<file path="config.mk">
export PLATFORM = sky130hd
export DESIGN_NAME = reaction_ctl
export DESIGN_NICKNAME = d
export VERILOG_FILES = /design/src/rtl/reaction_ctl.sv
export SDC_FILE = /design/constraint.sdc
export NUM_CORES = 1
export LEC_CHECK = 0
export ABC_CLOCK_PERIOD_IN_PS = 2200
export BUFFER_PORTS_ARGS = -buffer_cell sky130_fd_sc_hd__clkbuf_2
export CAP_MARGIN = 25
export CORE_ASPECT_RATIO = 0.7
export CORE_MARGIN = 1.5
export CORE_UTILIZATION = 59
export CTS_CLUSTER_SIZE = 20
export DETAILED_ROUTE_END_ITERATION = 8
export PLACE_DENSITY = 0.78
export SYNTH_ARGS = -nofsm -noshare
export SYNTH_HDL_FRONTEND = slang
export SYNTH_SLANG_ARGS = --single-unit
</file>
<file path="constraint.sdc">
create_clock -name clk -period 2.2 [get_ports clk]
set_input_delay 0.11 -clock clk [delete_from_list [all_inputs] [get_ports clk]]
set_output_delay 0.11 -clock clk [all_outputs]
set_load 0.005 [all_outputs]
</file>
<file path="src/rtl/reaction_ctl.sv">
`timescale 1ns/1ps
`default_nettype none
// ============================================================================
//  Module   : reaction_ctl
//  Purpose  : Control FSM for the reaction timer (1 kHz clock, 1 cycle = 1 ms).
//             Generates the pseudo-random start delay, drives the downstream
//             BCD millisecond counter (clear / enable), consumes its overflow
//             pulse and flags early (cheat) and late responses.
//  Revision : 1.0  initial release
// ============================================================================
module reaction_ctl #(
    parameter int          MIN_DELAY_MS = 1000,
    parameter int          RAND_BITS    = 12,
    parameter logic [15:0] LFSR_SEED    = 16'hACE1
) (
    input  logic clk,
    input  logic rst_n,
    input  logic start,
    input  logic react,
    input  logic time_late,
    output logic time_clr,
    output logic time_en,
    output logic led_go,
    output logic led_cheat,
    output logic led_late,
    output logic disp_en,
    output logic busy
);

    // Delay counter must hold the largest possible start delay.
    localparam int c_CNT_W = $clog2(MIN_DELAY_MS + 2**RAND_BITS);

    typedef enum logic [2:0] {
        ST_IDLE  = 3'd0,
        ST_WAIT  = 3'd1,
        ST_TIME  = 3'd2,
        ST_DONE  = 3'd3,
        ST_CHEAT = 3'd4,
        ST_LATE  = 3'd5
    } state_t;

    state_t             r_state;
    state_t             w_next_state;
    logic [15:0]        r_lfsr;
    logic [c_CNT_W-1:0] r_cnt;
    logic               r_start_q;
    logic               r_react_q;

    logic               w_start_rise;
    logic               w_react_rise;
    logic               w_lfsr_fb;
    logic               w_load_delay;
    logic               w_cnt_dec;
    logic [c_CNT_W-1:0] w_delay;

    // A held button yields a single event on its rising edge only.
    assign w_start_rise = start & ~r_start_q;
    assign w_react_rise = react & ~r_react_q;

    // Fibonacci feedback for taps 16,14,13,11 in right-shift form.
    assign w_lfsr_fb = r_lfsr[0] ^ r_lfsr[2] ^ r_lfsr[3] ^ r_lfsr[5];

    // Start delay: fixed part plus a pseudo-random number of extra ms.
    assign w_delay = c_CNT_W'(MIN_DELAY_MS) + c_CNT_W'(r_lfsr[RAND_BITS-1:0]);

    // Button history registers for edge detection.
    always_ff @(posedge clk or negedge rst_n) begin
        if (!rst_n) begin
            r_start_q <= 1'b0;
            r_react_q <= 1'b0;
        end else begin
            r_start_q <= start;
            r_react_q <= react;
        end
    end

    // Free-running LFSR; its value at trial start picks the random delay.
    always_ff @(posedge clk or negedge rst_n) begin
        if (!rst_n) begin
            r_lfsr <= LFSR_SEED;
        end else begin
            r_lfsr <= {w_lfsr_fb, r_lfsr[15:1]};
        end
    end

    // Delay counter: loaded on entry to WAIT, counts down to zero while waiting.
    always_ff @(posedge clk or negedge rst_n) begin
        if (!rst_n) begin
            r_cnt <= '0;
        end else if (w_load_delay) begin
            r_cnt <= w_delay;
        end else if (w_cnt_dec) begin
            r_cnt <= r_cnt - c_CNT_W'(1);
        end
    end

    // State register.
    always_ff @(posedge clk or negedge rst_n) begin
        if (!rst_n) begin
            r_state <= ST_IDLE;
        end else begin
            r_state <= w_next_state;
        end
    end

    // Next-state logic and Moore output decode of the current state.
    always_comb begin
        w_next_state = r_state;
        w_load_delay = 1'b0;
        w_cnt_dec    = 1'b0;
        time_clr     = 1'b0;
        time_en      = 1'b0;
        led_go       = 1'b0;
        led_cheat    = 1'b0;
        led_late     = 1'b0;
        disp_en      = 1'b0;
        busy         = 1'b0;
        case (r_state)
            ST_IDLE: begin
                time_clr = 1'b1;
                if (w_start_rise) begin
                    w_next_state = ST_WAIT;
                    w_load_delay = 1'b1;
                end
            end
            ST_WAIT: begin
                time_clr = 1'b1;
                busy     = 1'b1;
                // An early press beats the delay expiring in the same cycle.
                if (w_react_rise) begin
                    w_next_state = ST_CHEAT;
                end else if (r_cnt == '0) begin
                    w_next_state = ST_TIME;
                end else begin
                    w_cnt_dec = 1'b1;
                end
            end
            ST_TIME: begin
                time_en = 1'b1;
                led_go  = 1'b1;
                busy    = 1'b1;
                // Overflow wins: the counter wraps on this edge, so its value is useless.
                if (time_late) begin
                    w_next_state = ST_LATE;
                end else if (w_react_rise) begin
                    w_next_state = ST_DONE;
                end
            end
            ST_DONE: begin
                disp_en = 1'b1;
                if (w_start_rise) begin
                    w_next_state = ST_WAIT;
                    w_load_delay = 1'b1;
                end
            end
            ST_CHEAT: begin
                led_cheat = 1'b1;
                if (w_start_rise) begin
                    w_next_state = ST_WAIT;
                    w_load_delay = 1'b1;
                end
            end
            ST_LATE: begin
                led_late = 1'b1;
                if (w_start_rise) begin
                    w_next_state = ST_WAIT;
                    w_load_delay = 1'b1;
                end
            end
            default: begin
                w_next_state = ST_IDLE;
            end
        endcase
    end

endmodule
`default_nettype wire
</file>
==> Yosys cells after proc, flatten, opt, wreduce, memory -nomap -nowiden <==
Cells that the tools add are included.
{ "word_totals": {"inputBits": 5, "word_cells": 48, "out_inout_bits": 7, "register_bits": 34} }
{ "op_classes": {"reduce_logical": 7, "n_eq_ne": 8, "bitwise_logic": 7, "muxes": 19, "n_addsub": 2} }
{ "ops": {"columns": ["cell", "count"], "rows": [
  ["$mux W13", 2],
  ["$mux W3", 5],
  ["$add A10 B12 Y13 const A", 1],
  ["$logic_not A13 Y1", 1],
  ["$sub A13 B1 Y13 const B", 1],
  ["$mux W1", 11],
  ["$pmux W3 S3", 1],
  ["$eq A3 B2 Y1 const B", 2],
  ["$eq A3 B3 Y1 const B", 2],
  ["$ne A3 B3 Y1 const B", 2],
  ["$reduce_or A2 Y1", 2],
  ["$reduce_or A4 Y1", 1],
  ["$eq A3 B1 Y1 const B", 1],
  ["$logic_not A3 Y1", 1],
  ["$reduce_and A3 Y1", 1],
  ["$xor A1 B1 Y1", 3],
  ["$and A1 B1 Y1", 2],
  ["$ne A2 B1 Y1 const B", 1],
  ["$not A1 Y1", 2],
  ["$reduce_bool A2 Y1", 1]
]} }

==> Logic depth before layout (Yosys ltp) <==
Gate-level depths: netlist (run 1).
{ "logic_depth": {"word_depth": 6, "mapped_depth": 7, "depth_no_buf": 7} }

==> Least setup slack after synthesis (run 1) <==
OpenSTA, ideal clock, no wires.
{ "synth_timing": {"path_kind": "reg-to-reg", "from": "reg r_cnt[3]", "to": "reg r_state[1]", "setup_slack_ps": 421, "period_less_slack_ps": 1779, "stages_incl_launch_ff": 6, "t_required_ps": 2121, "arrival_time_ps": 1700, "n_path_buf": 0, "setup_ps": 79, "cell_sequence": "dfrtp_1 -> or4_4 -> and3b_2 -> nor2_4 -> a221oi_4 -> mux2i_1"} }
{ "synth_via": {"elab_chain_len": 3} }
{ "synth_rtl": {"columns": ["element", "line", "source"], "rows": [
  ["from (decl)", "45", "logic [c_CNT_W-1:0] r_cnt;"],
  ["from (signal assigned)", "91", "r_cnt <= w_delay;"],
  ["from (signal assigned)", "93", "r_cnt <= r_cnt - c_CNT_W'(1);"],
  ["$logic_not A13 Y1", "132", "end else if (r_cnt == '0) begin"],
  ["$ne A3 B3 Y1 (no source line)", null, null],
  ["$reduce_and A3 Y1 (no source line)", null, null],
  ["to (signal assigned)", "102", "r_state <= w_next_state;"],
  ["to (decl)", "42", "state_t r_state;"]
]} }
No other way between the ends.
A chain may end at the register's enable or synchronous reset.

==> Final worst setup path (run 1) <==
{ "layout_timing": {"from": "reg r_cnt[0]", "to": "reg r_state[1]"} }
Same word-level chain as after synthesis.

==> results of run 1 <==
[worst min-delay path, delay by kind of cell]
family | cells | cell delay (ns)
AO/OA/AOI/OAI | 1 | 0.11
buffers and inverters | 1 | 0.10
multiplexers | 1 | 0.07
AND/OR/NAND/NOR | 1 | 0.06
[final cells by class]
cell class | instances | area, um^2 | share of cell area [%]
Sequential cell | 34 | 861 | 44.2
Multi-Input combinational cell | 110 | 812 | 41.7
Inverter | 4 | 15.0 | 0.771
Tap cell | 36 | 45.0 | 2.31
Timing Repair Buffer | 17 | 108 | 5.53
Clock inverter | 1 | 30.0 | 1.54
Clock buffer | 7 | 76.3 | 3.92
[state kept, by name, summed over array words and instances, names as in the netlist]
register and cells:
r_lfsr 16, r_cnt 13, r_state 3, r_react_q 1
r_start_q 1
[where the power goes]
group          total, uW  internal (uW)  switching (uW)
Clock                547            339             209
Combinational        761            385             376
Sequential           892            734             157
Total               2200           1460             742
[metal layers]
metal  up-vias  track usage [%]
met2        21             31.0
met3         6             6.28
met5         -                0
li1        575                -
met4         0             10.2
met1       600             34.8
[cell usage in the layout, fill, tap and decap left out, drive strengths merged, types with 2 or more instances in the layout]
| cell type | instances |
|---|---|
| dfrtp | 26 |
| nor2 | 19 |
| clkbuf | 18 |
| a21oi | 14 |
| xnor2 | 12 |
| xor2 | 10 |
| dfstp | 8 |
| nor3 | 5 |
| inv | 4 |
| mux2i | 4 |
| nand3 | 4 |
| nand2 | 4 |
| and3 | 3 |
| or2b | 3 |
| nand4 | 3 |
| ha | 3 |
| dlygate4sd3 | 3 |
| buf | 3 |
| nor4b | 3 |
| nor2b | 3 |
| nor3b | 3 |
| or4 | 2 |
| nor4 | 2 |
[per-stage QoR]
stage                     setup slack (ns)  hold slack, ns  power (uW)  util [%]
final                                0.285           0.209        2200      70.0
after global routing                 0.180           0.237        2320      70.0
after CTS                            0.292           0.209        2200      70.0
after detailed placement             0.325           0.235        1640      65.1
after global placement               0.390           0.227        1620      65.1
after floorplan                      0.421          -0.186        1460         -
[kinds of logic (layout without fill, tap and decap cells)]
group | Yosys count | in the layout
AO/OA/AOI/OAI | 23 | 23
XOR/XNOR | 22 | 22
adder cells (fa/ha/maj) | 3 | 3
buffers and inverters | 10 | 29
flip-flops | 34 | 34
multiplexers | 5 | 5
AND/OR/NAND/NOR | 57 | 57
[path summary, 6_finish.rpt]
kind	from	end	slack (ns)	cells after the start
worst max register to register	r_cnt[0]	r_state[1]	0.28	7
min in group asynchronous	rst_n	r_cnt[10]	0.45	2
worst min register to register	r_lfsr[12]	r_lfsr[11]	0.35	0
worst min-delay path	time_late	r_state[1]	0.21	4
worst max-delay path	r_cnt[0]	r_state[1]	0.28	7
max in group asynchronous	rst_n	r_lfsr[2]	1.24	2
==> results.yml, run 1 <==
status:
  status: "complete, no violations"
placed_design:
  place_hpwl_um: 2310
  dp.cells: 198
  place_area_um2: 1810
  gp_congestion: 0.870
  portBuffers: 11
critical_path:
  crit_path_start_kind: "register"
  critPathTopFamily: "simple AND/OR/NAND/NOR gates"
  worstSetupEndpointType: "register"
  critical_path_buf_inv_count: 1
  arrival_ns: 2.12
  crit_type: "reg2reg"
  max_stage_delay_ns: 0.40
  critPathMaxFanout: 5
  required_ns: 2.41
  path_cells: "inv_1 -> ha_1 -> nor4b_1 -> and3b_2 -> nor2_4 -> a221oi_4 -> mux2i_1"
  worst_path_max_delay_cell: "dfrtp_1"
global_routing:
  antenna_found_initial: 0
  grt.total_usage_pct: 23.1
  grt_pass1_vias: 1178
  grt_max_degree: 35
  grt-ovfl-total: 0
  grt_pass1_wl_um: 5490
logic_synthesis:
  yosys.area_share.simple_pct: 21.5
  synth_area_leaders: "dfrtp_1 38%, dfstp_2 12%, xnor2_1 6.1%"
  synthArstFlopShare_pct: 100
  synth.ff_latch_count: 34
  netlist_instances: 154
  synth_top_family_by_area: "simple AND/OR/NAND/NOR gates"
  synth_top_area_share_pct: 37.6
  synth-warning-count: 0
  ys_types: 46
  synthAdderAreaFrac_pct: 2.17
  ys_seq_area_share_pct: 49.7
  syn-cell-area_um2: 1730
  synthTopCellsByCount: "26 x dfrtp_1, 18 x nor2_1, 14 x a21oi_1"
  synthMuxAreaShare_pct: 2.96
  syn_nets: 162
  synth_most_common_cell: "dfrtp_1"
  yosysTopAreaCell: "dfrtp_1"
  syn_area_per_cell_um2: 11.2
  ys.flop_type: "dfrtp_1"
  synth_compound_area_share_pct: 9.18
  synth_edf_count: 0
  yosys.area_share.xor_xnor_pct: 11.1
routing:
  route.met2.wl_um: 1380
  wire_per_inst_um: 15.7
  met1_length_um: 1750
  dr_total_vias: 1202
  first_pass_iters: 4
  dr_wl_met3_um: 89
  top_layer_used: "met4"
  avgViaCountPerCell: 5.75
  dr.first_iter.drc_count: 71
  postRouteAntennaNets: 0
  drt-total-wl_um: 3270
  drc: 0
die:
  start_util_pct: 62.2
  rows: 16
  core-area_um2: 2780
  ios: 12
  die_w_um: 67.7
  die_area_um2: 3270
  fp.dieH_um: 48.3
sta:
  relSlewSlack_pct: 46.0
  rsz0062_at_grt: "no"
  tightestPinTransition_ns: 0.809
  finalCriticalPeriod_ns: 1.92
  setup_viol: 0
  period_share_pct: 87.1
  hold_violations: 0
  fin_tns_setup_ns: 0
  clock.fmax_ghz: 0.522
  finClkSkew_ns: 0.00426
  slew_violations: 0
final_layout:
  antennaDiodeCount: 0
  post_route_cells_drive_above_1_share_pct: 24.9
  final_cells: 209
  area_growth_pct: 12.5
  nets: 180
  fin_area_um2: 1950
  fill_cells: 204
clock_network:
  post_cts_buffers: 0
  clk_pin_slew_ns: 0.07
  ctsRootBufferMaster: "clkbuf_8"
  cts_tree: "yes"
  clock_latency_ns: 0.28
  clockBufferDepth: 2
  htreeDepth: 2
  cts_num_sinks: 34
  cts_hold_buf: 3
  cts_buffers: 5
  ctsResizeCount: 0
power:
  p_leak_uw: 0.000813
  ir_worst_vdd_v: 0.000753
  p_per_area_nw_per_um2: 1130
run:
  timing.max_cap.violations: 0
hold_path:
  min_path_type: "in2reg"
Note: power is estimated with default switching activity, not from simulation.
==> run 2, diff against run 1 <==
--- a/config.mk
+++ b/config.mk
@@ -13,6 +13,7 @@
 export CORE_UTILIZATION = 59
 export CTS_CLUSTER_SIZE = 20
 export DETAILED_ROUTE_END_ITERATION = 8
+export MAX_ROUTING_LAYER = met4
 export PLACE_DENSITY = 0.78
 export SYNTH_ARGS = -nofsm -noshare
 export SYNTH_HDL_FRONTEND = slang
==> run 2 against run 1 <==
Net effect: critical path depth unchanged; global-route usage up 0.71 points; core utilization unchanged; non-clock buffer count unchanged; wire length unchanged; clock-buffer cell count unchanged; via count unchanged; critical endpoint unchanged; largest power group unchanged.
==> results.yml, run 2 (synthesized netlist as in run 1, its figures left out) <==
global_routing:
  grt-ovfl-total: 0
  grt.total_usage_pct: 23.8
  grt_pass1_wl_um: 5510
  antenna_found_initial: 0
  grt_max_degree: 35
  grt_pass1_vias: 1177
clock_network:
  cts_buffers: 5
  clockBufferDepth: 2
  cts_tree: "yes"
  htreeDepth: 2
  cts_num_sinks: 34
  ctsResizeCount: 0
  clk_pin_slew_ns: 0.07
  cts_hold_buf: 3
  post_cts_buffers: 0
  clock_latency_ns: 0.28
  ctsRootBufferMaster: "clkbuf_8"
die:
  start_util_pct: 62.2
  fp.dieH_um: 48.3
  die_area_um2: 3270
  ios: 12
  die_w_um: 67.7
  core-area_um2: 2780
  rows: 16
power:
  seqPwrFrac_pct: 40.5
  internal_power_uw: 1460
  p_per_area_nw_per_um2: 1130
  p_comb_share_pct: 34.5
  p_switching_uw: 746
  clockPowerShare_pct: 25.0
  ir_worst_vdd_v: 0.000752
  p_leak_uw: 0.000813
  swShare_pct: 33.8
sta:
  period_share_pct: 87.1
  tightestPinTransition_ns: 0.810
  clock.fmax_ghz: 0.522
  relSlewSlack_pct: 46.0
  slew_violations: 0
  finalCriticalPeriod_ns: 1.92
  finClkSkew_ns: 0.00843
  rsz0062_at_grt: "no"
  setup_viol: 0
  fin_tns_setup_ns: 0
  hold_violations: 0
status:
  status: "complete, no violations"
placed_design:
  portBuffers: 11
  place_area_um2: 1810
  gp_congestion: 0.884
  dp.cells: 198
  place_hpwl_um: 2310
routing:
  first_pass_iters: 4
  dr.first_iter.drc_count: 77
  dr_total_vias: 1202
  wire_per_inst_um: 15.7
  drt-total-wl_um: 3270
  avgViaCountPerCell: 5.75
  postRouteAntennaNets: 0
  drc: 0
final_layout:
  antennaDiodeCount: 0
  mostFrequentLayoutCells: "26 x dfrtp_1, 18 x nor2_1, 14 x a21oi_1"
  final_util_pct: 70.0
  largest_reg_flops: 16
  area_growth_pct: 12.5
  fin_area_um2: 1950
  regMostFlops: "r_lfsr"
  layout_commonest_cell: "dfrtp_1"
  reg_top3: "r_lfsr (16), r_cnt (13), r_state (3)"
  post_route_cells_drive_above_1_share_pct: 24.9
  nets: 180
  final_cells: 209
critical_path:
  timing.rr.start: "r_cnt[0]"
  crit_path_start_kind: "register"
  cp_num_cells: 7
  critical_path_buf_inv_count: 1
  crit_type: "reg2reg"
  max_stage_delay_ns: 0.40
  path_cells: "inv_1 -> ha_1 -> nor4b_1 -> and3b_2 -> nor2_4 -> a221oi_4 -> mux2i_1"
  worstRegToRegCells: 7
  required_ns: 2.41
  ff2ff_setup_slack_ns: 0.28
  worstSetupEndpointType: "register"
  endpoint: "r_state[1]"
  worst_path_max_delay_cell: "dfrtp_1"
  crit_path_start: "r_cnt[0]"
  critPathTopFamily: "simple AND/OR/NAND/NOR gates"
  r2r-end: "r_state[1]"
  arrival_ns: 2.13
  critPathMaxFanout: 5
hold_path:
  worstHoldStart: "time_late"
  min_path_type: "in2reg"
run:
  timing.max_cap.violations: 0
[run 2: worst min-delay path: cells and delay by family]
kind,cells,cell delay [ns]
and+or+nand+nor,1,0.06
AOI/OAI and AO/OA,1,0.11
muxes,1,0.07
buffers and inverters,1,0.10
[run 2: worst min-delay path by stage]
stage	cells after the start	slack (ns)	end
6_report	4	0.20	r_state[1]
5_1_grt	4	0.23	r_state[1]
4_1_cts	4	0.21	r_state[1]
3_5_place_dp	1	0.24	r_cnt[9]
3_3_place_gp	1	0.23	r_cnt[8]
2_1_floorplan	0	-0.19	r_cnt[0]
[run 2: per-stage QoR]
step                total power [uW]  hold WS, ns  setup WS (ns)
floorplan                       1460       -0.186          0.421
global placement                1620        0.227          0.390
detailed placement              1640        0.235          0.325
CTS                             2200        0.209          0.292
global route                    2320        0.234          0.183
finish                          2200        0.203          0.284
[run 2: layout make-up]
class / instances / area [um^2]
Clock buffer: 7 / 76.3
Clock inverter: 1 / 30.0
Fill cell: 204 / 836
Inverter: 4 / 15.0
Multi-Input combinational cell: 110 / 812
Sequential cell: 34 / 861
Tap cell: 36 / 45.0
Timing Repair Buffer: 17 / 108
[run 2: per-layer routing]
metal / vias up / share of wire, % / track usage (%) / routed length [um]
li1: 576 / - / - / -
met1: 599 / 53 / 35.3 / 1740
met2: 21 / 42 / 30.7 / 1380
met3: 6 / 2.9 / 6.28 / 95
met4: 0 / 1.6 / 10.2 / 52
met5: - / 0 / - / 0
[run 2: power by group through the flow]
stage                     Sequential, uW  Combinational (uW)  Clock, uW
after CTS                            887                 757        556
final                                892                 760        551
after global placement               891                 729          0
after floorplan                      818                 641          0
after detailed placement             898                 744          0
after global routing                 905                 829        590
